`src/rtl/engine_oil_filter.sv`:
```
// Moving-average conditioning stage for raw engine-oil level samples.
// Tracks a full/filling window and flags a sensor that stops sending.
module engine_oil_filter #(
  parameter int AVG_LOG2 = 3,
  parameter int TIMEOUT  = 1000
) (
  input  logic               clock,
  input  logic               reset,
  input  logic               sample_valid,
  input  logic signed [31:0] sample,
  output logic signed [31:0] engine_oil,
  output logic               oil_valid,
  output logic               sensor_fault
);

  localparam int N  = 2 ** AVG_LOG2;
  localparam int AW = 32 + AVG_LOG2;
  localparam int IW = $clog2(TIMEOUT + 1);
  localparam int FW = AVG_LOG2 + 1;

  localparam logic [IW-1:0] IDLE_LAST = IW'(TIMEOUT - 1);
  localparam logic [IW-1:0] IDLE_MAX  = IW'(TIMEOUT);
  localparam logic [FW-1:0] FILL_LAST = FW'(N - 1);
  localparam logic [FW-1:0] FILL_MAX  = FW'(N);

  typedef enum logic [1:0] {
    FILL,
    RUN,
    FAULT
  } state_t;

  state_t state, state_next;

  logic signed [31:0]   mem [N];
  logic [AVG_LOG2-1:0]  wr_ptr;
  logic [FW-1:0]        fill_cnt;
  logic signed [AW-1:0] acc, acc_next;
  logic [IW-1:0]        idle_cnt;
  logic signed [31:0]   old;
  logic                 accept, recover, timeout;

  assign old = mem[wr_ptr];

  // Running sum with the new sample in and the oldest slot out.
  always_comb begin
    acc_next = acc
             + $signed({{AVG_LOG2{sample[31]}}, sample})
             - $signed({{AVG_LOG2{old[31]}}, old});
  end

  // Next state and per-cycle action decode.
  always_comb begin
    state_next = state;
    accept     = 1'b0;
    recover    = 1'b0;
    timeout    = 1'b0;
    unique case (state)
      FILL, RUN: begin
        if (sample_valid) accept = 1'b1;
        else if (idle_cnt == IDLE_LAST) timeout = 1'b1;
        if (timeout) state_next = FAULT;
        else if (accept && state == FILL && fill_cnt == FILL_LAST)
          state_next = RUN;
      end
      FAULT: begin
        if (sample_valid) begin
          recover    = 1'b1;
          state_next = FILL;
        end
      end
      default: state_next = FILL;
    endcase
  end

  // State register.
  always_ff @(posedge clock) begin
    if (reset) state <= FILL;
    else       state <= state_next;
  end

  // Window storage, running sum, counters and registered outputs.
  always_ff @(posedge clock) begin
    if (reset) begin
      for (int i = 0; i < N; i++) mem[i] <= '0;
      acc          <= '0;
      wr_ptr       <= '0;
      fill_cnt     <= '0;
      idle_cnt     <= '0;
      engine_oil   <= '0;
      oil_valid    <= 1'b0;
      sensor_fault <= 1'b0;
    end else begin
      if (recover) begin
        for (int i = 0; i < N; i++) mem[i] <= '0;
        mem[0]     <= sample;
        acc        <= {{AVG_LOG2{sample[31]}}, sample};
        wr_ptr     <= AVG_LOG2'(1);
        fill_cnt   <= FW'(1);
        idle_cnt   <= '0;
        engine_oil <= sample >>> AVG_LOG2;
      end else if (accept) begin
        mem[wr_ptr] <= sample;
        acc         <= acc_next;
        wr_ptr      <= wr_ptr + AVG_LOG2'(1);
        if (fill_cnt != FILL_MAX) fill_cnt <= fill_cnt + FW'(1);
        idle_cnt    <= '0;
        engine_oil  <= acc_next[AW-1:AVG_LOG2];
      end else if (state != FAULT && idle_cnt != IDLE_MAX) begin
        idle_cnt <= idle_cnt + IW'(1);
      end
      oil_valid    <= (state_next == RUN);
      sensor_fault <= (state_next == FAULT);
    end
  end

endmodule

```
`config.mk`:
```
export PLATFORM = sky130hd
export DESIGN_NAME = engine_oil_filter
export DESIGN_NICKNAME = d
export VERILOG_FILES = /design/src/rtl/engine_oil_filter.sv
export SDC_FILE = /design/constraint.sdc
export NUM_CORES = 1
export LEC_CHECK = 0
export ABC_AREA = 1
export CAP_MARGIN = 20
export CORE_ASPECT_RATIO = 1.1
export CORE_MARGIN = 8
export CORE_UTILIZATION = 40
export DETAILED_ROUTE_END_ITERATION = 7
export SLEW_MARGIN = 10
export SYNTH_ARGS = -nofsm -noshare
export SYNTH_HDL_FRONTEND = slang
export SYNTH_SLANG_ARGS = --single-unit
export TNS_END_PERCENT = 10
```
`constraint.sdc`:
```
create_clock -name clock -period 5.4 [get_ports clock]
set_clock_uncertainty 0.1 [all_clocks]
set_input_delay 1.62 -clock clock [delete_from_list [all_inputs] [get_ports clock]]
set_output_delay 1.62 -clock clock [all_outputs]
set_load 0.02 [all_outputs]
```
==> impl_metrics.yaml, run 1 <==
clock_tree:
  clock_sinks: 312
  cts_tree: "done"
  cts_resized: 0
  clk_pin_slew_ns: 0.07
  cts_setup_buffers: 0
  cts_buffers: 34
  hold_buffers: 0
  htree_levels: 2
  clk_latency_ns: 0.53
  clockBufferDepth: 3
  cts-root-buf: "clkbuf_16"
floorplan:
  coreArea_um2: 40300
  dieHeight_um: 228
  die_w_um: 209
  io_pins: 69
  initial_utilization_pct: 40.6
  die_area_um2: 47600
  rows: 77
power:
  leakage_uw: 0.00751
  cellPowerDensity_nw_per_um2: 465
  p_int_uw: 5320
  seqPwrFrac_pct: 34.0
  power.share.clock_pct: 26.6
  ir_worst_vdd_v: 0.000208
  power.switching_uw: 3360
  p_total_uw: 8680
  p_sw_share_pct: 38.7
  p_comb_share_pct: 39.5
detailed_routing:
  first_iter_violations: 1236
  wl_mm: 50.8
  drt_drc_violations_left: 0
  ant_nets: 0
  wire_per_inst_um: 21.3
  drtPass1Iterations: 5
  via_per_inst: 5.47
  vias: 13000
setup_path:
  critPathArrivalTime_ns: 5.14
  end_kind: "flop"
  critPathRequiredTime_ns: 5.73
  critical_path_peak_fanout: 33
  rrSetupSlack_ns: 0.59
  worstSetupPathType: "reg -> reg"
  startpoint_type: "flop"
timing:
  relSlewSlack_pct: 38.2
  hold_ws_ns: 0.389
  tightestPinTransition_ns: 0.926
  hold_viol: 0
  finalSetupViolCount: 0
  rsz0062_at_grt: "no"
  period_needed_ns: 4.81
  setup-tns-final_ns: 0
  fmax_ghz: 0.208
  finalMaxSlewViolations: 0
  fin_crit_sh_pct: 89.0
yosys:
  syn_avg_cell_area_um2: 9.20
  synthesis.area_um2: 16400
  ys_ff_latch: 312
  yosys_warnings: 0
  synth_nets: 1888
  ys_types: 46
  async_flop_share_pct: 0
  synth_edf_count: 256
  synth_ff_type: "edfxtp_1"
  syn_inst: 1778
  synth_seq_area_share_pct: 53.9
global_route:
  grt_max_degree: 34
  grt_pass1_wl_mm: 77.6
  grt_pass1_vias: 12900
  overflow: 0
  grt_antenna_before_repair: 0
  grt_usage_pct: 21.1
cells_and_area:
  insertedDiodeCount: 0
  mostFrequentLayoutCells: "nor2_1, nand2_1, edfxtp_1"
  area_growth_pct: 14.2
  layout-drive-gt1-share_pct: 7.34
  nNetsFinal: 1950
  final.fill_count: 3821
  final_common_cell: "nor2_1"
flow_run:
  maxCapViolations: 0
placement:
  portBuffers: 68
  gp_congestion: 0.939
  hpwl_mm: 34.2
worst_hold_path:
  hold_class: "reg -> reg"
status:
  status: "finished clean"
## layout make-up
cell class              instances  area [um^2]  share of cell area, %
flip-flops and latches        312         8810                   47.2
multi-input cells            1150         6210                   33.3
repair buffers                123         1110                   5.92
clock buffers                  38          866                   4.64
inverters                     219          822                   4.40
well taps                     513          642                   3.44
clock inverters                24          215                   1.15
## synthesized netlist by cell type, drive strengths merged, types with 3 or more instances
master   instances  share of area [%]
nor2           384                9.0
nand2          299                6.9
edfxtp         256                 47
inv            197                4.5
o21ai           85                2.6
buf             70                2.7
a21oi           68                2.1
nand3           59                1.8
dfxtp           56                6.9
ha              41                3.1
a22oi           34                1.6
fa              34                4.2
nand4           30                1.1
a221oi          28                1.5
clkbuf          27               0.62
clkinv          22               0.50
nor3            17               0.55
nand3b           8               0.37
a31oi            7               0.31
o21a             7               0.32
o21bai           6               0.28
o22ai            6               0.23
a21boi           5               0.23
o32ai            5               0.27
o2111ai          4               0.21
xnor2            4               0.21
xor2             4               0.21
and3             3               0.11
## path summary, 6_finish.rpt
path                  start        endpoint  cells past startpoint
setup reg to reg  wr_ptr[0]  engine_oil[27]                     18
hold / removal       acc[2]          acc[2]                      2
setup / recovery  wr_ptr[0]  engine_oil[27]                     18
hold reg to reg      acc[2]          acc[2]                      2
## stage by stage
step | utilization, % | area, um^2 | worst slack, ns | std cells
final | 46.4 | 18700 | 0.593 | 2379
after global routing | 46.4 | 18700 | 0.365 | 2379
after CTS | 46.4 | 18700 | 0.669 | 2379
after detailed placement | 43.7 | 17600 | 0.461 | 2317
after global placement | 43.7 | 17600 | 0.546 | 2317
after floorplan | - | 16400 | 1.50 | 1778
## power by group through the flow
stage / clock network (uW) / logic (uW) / registers [uW]
after floorplan: 0 / 2480 / 2930
final: 2310 / 3430 / 2950
after global routing: 2430 / 3850 / 2970
after CTS: 2340 / 3410 / 2950
after global placement: 0 / 3370 / 3000
after detailed placement: 0 / 3400 / 3000
## sequential cells by signal, summed over array words and instances (netlist names)
signal and cells:
sensor_fault 1, state 2, fill_cnt 4, acc 4
wr_ptr 3, engine_oil 31, oil_valid 1, mem 256
idle_cnt 10
## logic make-up after synthesis
group,Yosys count,share of synthesized area (%)
fa+ha+maj,75,7.30
xor+xnor,8,0.428
compound gates,263,10.1
simple gates,804,20.0
buf+inv,316,8.31
flops,312,53.9
## worst max-delay path, cell delays in order (launching register included)
cell,delay [ns]
dfxtp_1,0.82
inv_2,0.23
nand3_1,0.14
inv_2,0.36
a221oi_2,0.38
nand4_1,0.28
inv_1,0.15
fa_1,0.42
ha_1,0.39
a21oi_1,0.35
o21ai_0,0.15
nand2_1,0.08
nand3_1,0.15
nand2_1,0.15
nand2_1,0.15
nand2_1,0.17
nand3b_1,0.09
nand3_1,0.09
nand2_1,0.05
## metal layers
layer | GRT usage (%) | share of wire [%] | up-vias
met5 | 0 | 0 | -
met4 | 7.71 | 3.2 | 0
met3 | 3.07 | 7.9 | 108
met2 | 35.3 | 48 | 584
met1 | 27.7 | 41 | 6270
li1 | - | - | 6057
No activity file was read; power rests on OpenSTA's default activity.
==> run 2: changes to the inputs <==
- CORE_UTILIZATION: 40 -> 45
==> impl_metrics.yaml, run 2 (synthesis results as in run 1) <==
detailed_routing:
  wl_mm: 50.6
  drtPass1Iterations: 8
  first_iter_violations: 1368
  drt_drc_violations_left: 0
  wire_per_inst_um: 21.6
  ant_nets: 0
  vias: 12900
  via_per_inst: 5.51
timing:
  tightestPinTransition_ns: 0.908
  fmax_ghz: 0.219
  period_needed_ns: 4.56
  rsz0062_at_grt: "no"
  hold_viol: 0
  setup-tns-final_ns: 0
  finalSetupViolCount: 0
  relSlewSlack_pct: 39.4
  fin_crit_sh_pct: 84.4
  hold_ws_ns: 0.379
  finalMaxSlewViolations: 0
clock_tree:
  clockBufferDepth: 3
  htree_levels: 1
  clock_sinks: 312
  cts_tree: "done"
  cts_buffers: 31
  clk_pin_slew_ns: 0.07
  cts_resized: 0
  cts-root-buf: "clkbuf_16"
  hold_buffers: 0
  clk_latency_ns: 0.58
  cts_setup_buffers: 0
cells_and_area:
  mostFrequentLayoutCells: "nor2_1, nand2_1, edfxtp_1"
  insertedDiodeCount: 0
  largest_register_ffs: 256
  area_growth_pct: 13.4
  final_common_cell: "nor2_1"
  layout-drive-gt1-share_pct: 7.12
  nNetsFinal: 1944
  final_util_pct: 51.5
  final.fill_count: 3397
  top_register: "mem"
  top_regs: "mem (256), engine_oil (31), idle_cnt (10)"
placement:
  hpwl_mm: 33.9
  portBuffers: 68
  gp_congestion: 0.948
flow_run:
  maxCapViolations: 0
setup_path:
  worstSetupPathType: "reg -> reg"
  startpoint_type: "flop"
  critical_path_peak_fanout: 25
  rrSetupSlack_ns: 0.84
  critPathMostFrequentCell: "nand2_1"
  slowest_stage: "fa_1"
  critPathArrivalTime_ns: 4.90
  critical_path.cell_chain: "inv_2 > buf_4 > nor2_2 > buf_4 > a221oi_1 > o2111ai_1 > fa_1 > inv_1 > ha_1 > a21oi_1 > o21ai_0 > nand2_1 > nand3_1 > nand2_1 > nand2_1 > o21ai_0 > nand3_1"
  crit_family: "compound AO/OA/AOI/OAI gates"
  cpPeakStageDelay_ns: 0.46
  critPathRequiredTime_ns: 5.75
  critPathBufInv: 4
  end_kind: "flop"
global_route:
  grt_pass1_vias: 12800
  grt_pass1_wl_mm: 76.6
  grt_antenna_before_repair: 0
  grt_max_degree: 37
  overflow: 0
  grt_usage_pct: 23.5
power:
  leakage_uw: 0.00746
  power.switching_uw: 3330
  ir_worst_vdd_v: 0.000272
  power.share.clock_pct: 25.4
  cellPowerDensity_nw_per_um2: 462
  p_sw_share_pct: 38.9
  seqPwrFrac_pct: 34.5
  p_comb_share_pct: 40.1
  p_int_uw: 5230
floorplan:
  die_area_um2: 42700
  die_w_um: 198
  io_pins: 69
  coreArea_um2: 36000
  rows: 73
  initial_utilization_pct: 45.4
  dieHeight_um: 216
worst_hold_path:
  hold_class: "reg -> reg"
status:
  status: "finished clean"
[run 2: cell type report]
cell class | count | area [um^2] | area share [%]
flip-flops and latches | 312 | 8810 | 47.5
multi-input cells | 1150 | 6220 | 33.5
repair buffers | 120 | 1100 | 5.91
inverters | 219 | 822 | 4.43
clock buffers | 33 | 783 | 4.23
well taps | 487 | 609 | 3.29
clock inverters | 21 | 201 | 1.09
[run 2: metal layers]
layer / track usage [%] / routed length [um] / vias to the layer above
met5: 0 / 0 / -
met2: 40.2 / 24500 / 500
met4: 6.72 / 1420 / 0
met1: 30.5 / 21000 / 6260
met3: 3.32 / 3710 / 102
li1: - / - / 6038
[run 2: stage by stage]
stage / setup slack [ns] / std cells / total power (uW) / cell area, um^2
after global routing: 0.552 / 2342 / 9080 / 18500
after floorplan: 1.50 / 1778 / 5410 / 16400
final: 0.843 / 2342 / 8560 / 18500
after CTS: 0.912 / 2342 / 8560 / 18500
after detailed placement: 0.450 / 2288 / 6390 / 17600
after global placement: 0.452 / 2288 / 6380 / 17600
[run 2: worst reg2reg max path, cell delays in order (launching register included)]
cell	delay [ns]
dfxtp_1	0.32
inv_2	0.31
buf_4	0.42
nor2_2	0.09
buf_4	0.25
a221oi_1	0.35
o2111ai_1	0.33
fa_1	0.46
inv_1	0.07
ha_1	0.28
a21oi_1	0.36
o21ai_0	0.15
nand2_1	0.08
nand3_1	0.17
nand2_1	0.12
nand2_1	0.18
o21ai_0	0.30
nand3_1	0.10
[run 2: path summary, 6_finish.rpt]
check                                       to  cells after the start       from
worst max-delay path            engine_oil[15]                     17  wr_ptr[0]
worst min register to register          acc[1]                      2     acc[1]
worst max register to register  engine_oil[15]                     17  wr_ptr[0]
worst min-delay path                    acc[1]                      2     acc[1]
[run 2: power groups by stage]
| stage | logic (uW) | clock network [uW] | registers, uW |
|---|---|---|---|
| 2_1_floorplan | 2480 | 0 | 2930 |
| 3_3_place_gp | 3380 | 0 | 3000 |
| 3_5_place_dp | 3390 | 0 | 3000 |
| 4_1_cts | 3410 | 2190 | 2950 |
| 5_1_grt | 3820 | 2290 | 2970 |
| 6_report | 3440 | 2180 | 2950 |
==> run 3: changes to the inputs <==
- clock period: 5.4 -> 4.7 ns (I/O delays scaled with it)
==> impl_metrics.yaml, run 3 (synthesis results as in run 1) <==
status:
  status: "finished clean"
detailed_routing:
  ant_nets: 0
  wire_per_inst_um: 21.5
  drtPass1Iterations: 5
  via_per_inst: 5.51
  wl_mm: 51.0
  vias: 13100
  first_iter_violations: 1308
  drt_drc_violations_left: 0
timing:
  period_needed_ns: 4.39
  fin_crit_sh_pct: 93.4
  setup-tns-final_ns: 0
  finalSetupViolCount: 0
  finalMaxSlewViolations: 0
  tightestPinTransition_ns: 0.746
  hold_viol: 0
  fmax_ghz: 0.228
  rsz0062_at_grt: "no"
  relSlewSlack_pct: 50.2
cells_and_area:
  final.fill_count: 3384
  nNetsFinal: 1972
  largest_register_ffs: 256
  regArea_um2: 8810
  top_register: "mem"
  final_common_cell: "nor2_1"
  mostFrequentLayoutCells: "nor2_1, nand2_1, edfxtp_1"
  insertedDiodeCount: 0
  top_regs: "mem (256), engine_oil (31), idle_cnt (10)"
  multi_input_area_um2: 6220
  area_growth_pct: 15.0
  layout-drive-gt1-share_pct: 8.59
clock_tree:
  cts_setup_buffers: 0
  clk_pin_slew_ns: 0.07
  clk_latency_ns: 0.53
  cts-root-buf: "clkbuf_16"
  htree_levels: 2
  clock_sinks: 312
  clockBufferDepth: 3
  cts_buffers: 34
  hold_buffers: 0
  cts_resized: 0
  cts_tree: "done"
floorplan:
  coreArea_um2: 36000
  die_area_um2: 42700
  dieHeight_um: 216
  die_w_um: 198
  initial_utilization_pct: 45.4
  rows: 73
  io_pins: 69
setup_path:
  critical_path_peak_fanout: 25
  critPathMostFrequentCell: "buf_4"
  end_kind: "flop"
  critPathRequiredTime_ns: 5.06
  critPathArrivalTime_ns: 4.74
  critical_path.cell_chain: "inv_2 > buf_4 > nor2_2 > buf_4 > a221oi_1 > nand4_1 > fa_1 > inv_1 > ha_1 > a21oi_1 > o21ai_0 > buf_4 > o21bai_1 > nand3_1 > nand2_1 > nand3_1 > a21oi_1"
  slowest_stage: "fa_1"
  startpoint_type: "flop"
  cpPeakStageDelay_ns: 0.55
  worstSetupPathType: "reg -> reg"
global_route:
  overflow: 0
  grt_max_degree: 34
  grt_pass1_wl_mm: 76.6
  grt_usage_pct: 23.7
  grt_antenna_before_repair: 0
  grt_pass1_vias: 13000
placement:
  gp_congestion: 0.967
  hpwl_mm: 34.0
  portBuffers: 68
power:
  cellPowerDensity_nw_per_um2: 529
  leakage_uw: 0.00762
  ir_worst_vdd_v: 0.000312
  p_total_uw: 9940
flow_run:
  maxCapViolations: 0
worst_hold_path:
  hold_class: "reg -> reg"
run 3: metal layers:
metal	vias to the layer above	GRT usage, %	share of wire [%]	wire length, um
met1	6311	30.0	41	20900
met4	0	8.89	3.4	1720
met3	120	4.11	7.9	4020
li1	6090	-	-	-
met5	-	0	0	0
met2	549	40.1	48	24300
run 3: final timing paths:
path                  start             end  slack [ns]  depth (start not counted)
hold reg to reg      acc[1]          acc[1]        0.38                          2
hold / removal       acc[1]          acc[1]        0.38                          2
setup reg to reg  wr_ptr[0]  engine_oil[20]        0.31                         17
setup / recovery  wr_ptr[0]  engine_oil[20]        0.31                         17
run 3: critical path: cells and delay by family, from the launching register on:
kind / cells / cell delay [ns]
AO/OA/AOI/OAI: 5 / 1.26
buffers and inverters: 5 / 1.01
adder cells (fa/ha/maj): 2 / 0.90
AND/OR/NAND/NOR: 5 / 0.70
flip-flops: 1 / 0.32
run 3: stage by stage:
stage | util (%) | instances | hold slack, ns | setup WS (ns) | cell area [um^2]
after floorplan | - | 1778 | 0.355 | 1.01 | 16400
after global placement | 49.3 | 2313 | 0.363 | 0.104 | 17700
after detailed placement | 49.3 | 2313 | 0.371 | 0.103 | 17700
after CTS | 52.3 | 2372 | 0.383 | 0.330 | 18800
after global routing | 52.3 | 2372 | 0.411 | 0.0582 | 18800
final | 52.3 | 2372 | 0.381 | 0.311 | 18800
run 3: area by class of cell:
class / instances / area share (%)
inverter: 219 / 4.37
timing repair buffer: 145 / 6.83
clock inverter: 19 / 0.905
multi-input combinational: 1150 / 33.1
clock buffer: 40 / 4.76
tap: 487 / 3.24
sequential: 312 / 46.8
run 3: where the power goes:
part           internal [uW]  switching (uW)
sequential              3230             145
clock                   1520            1090
combinational           1400            2550
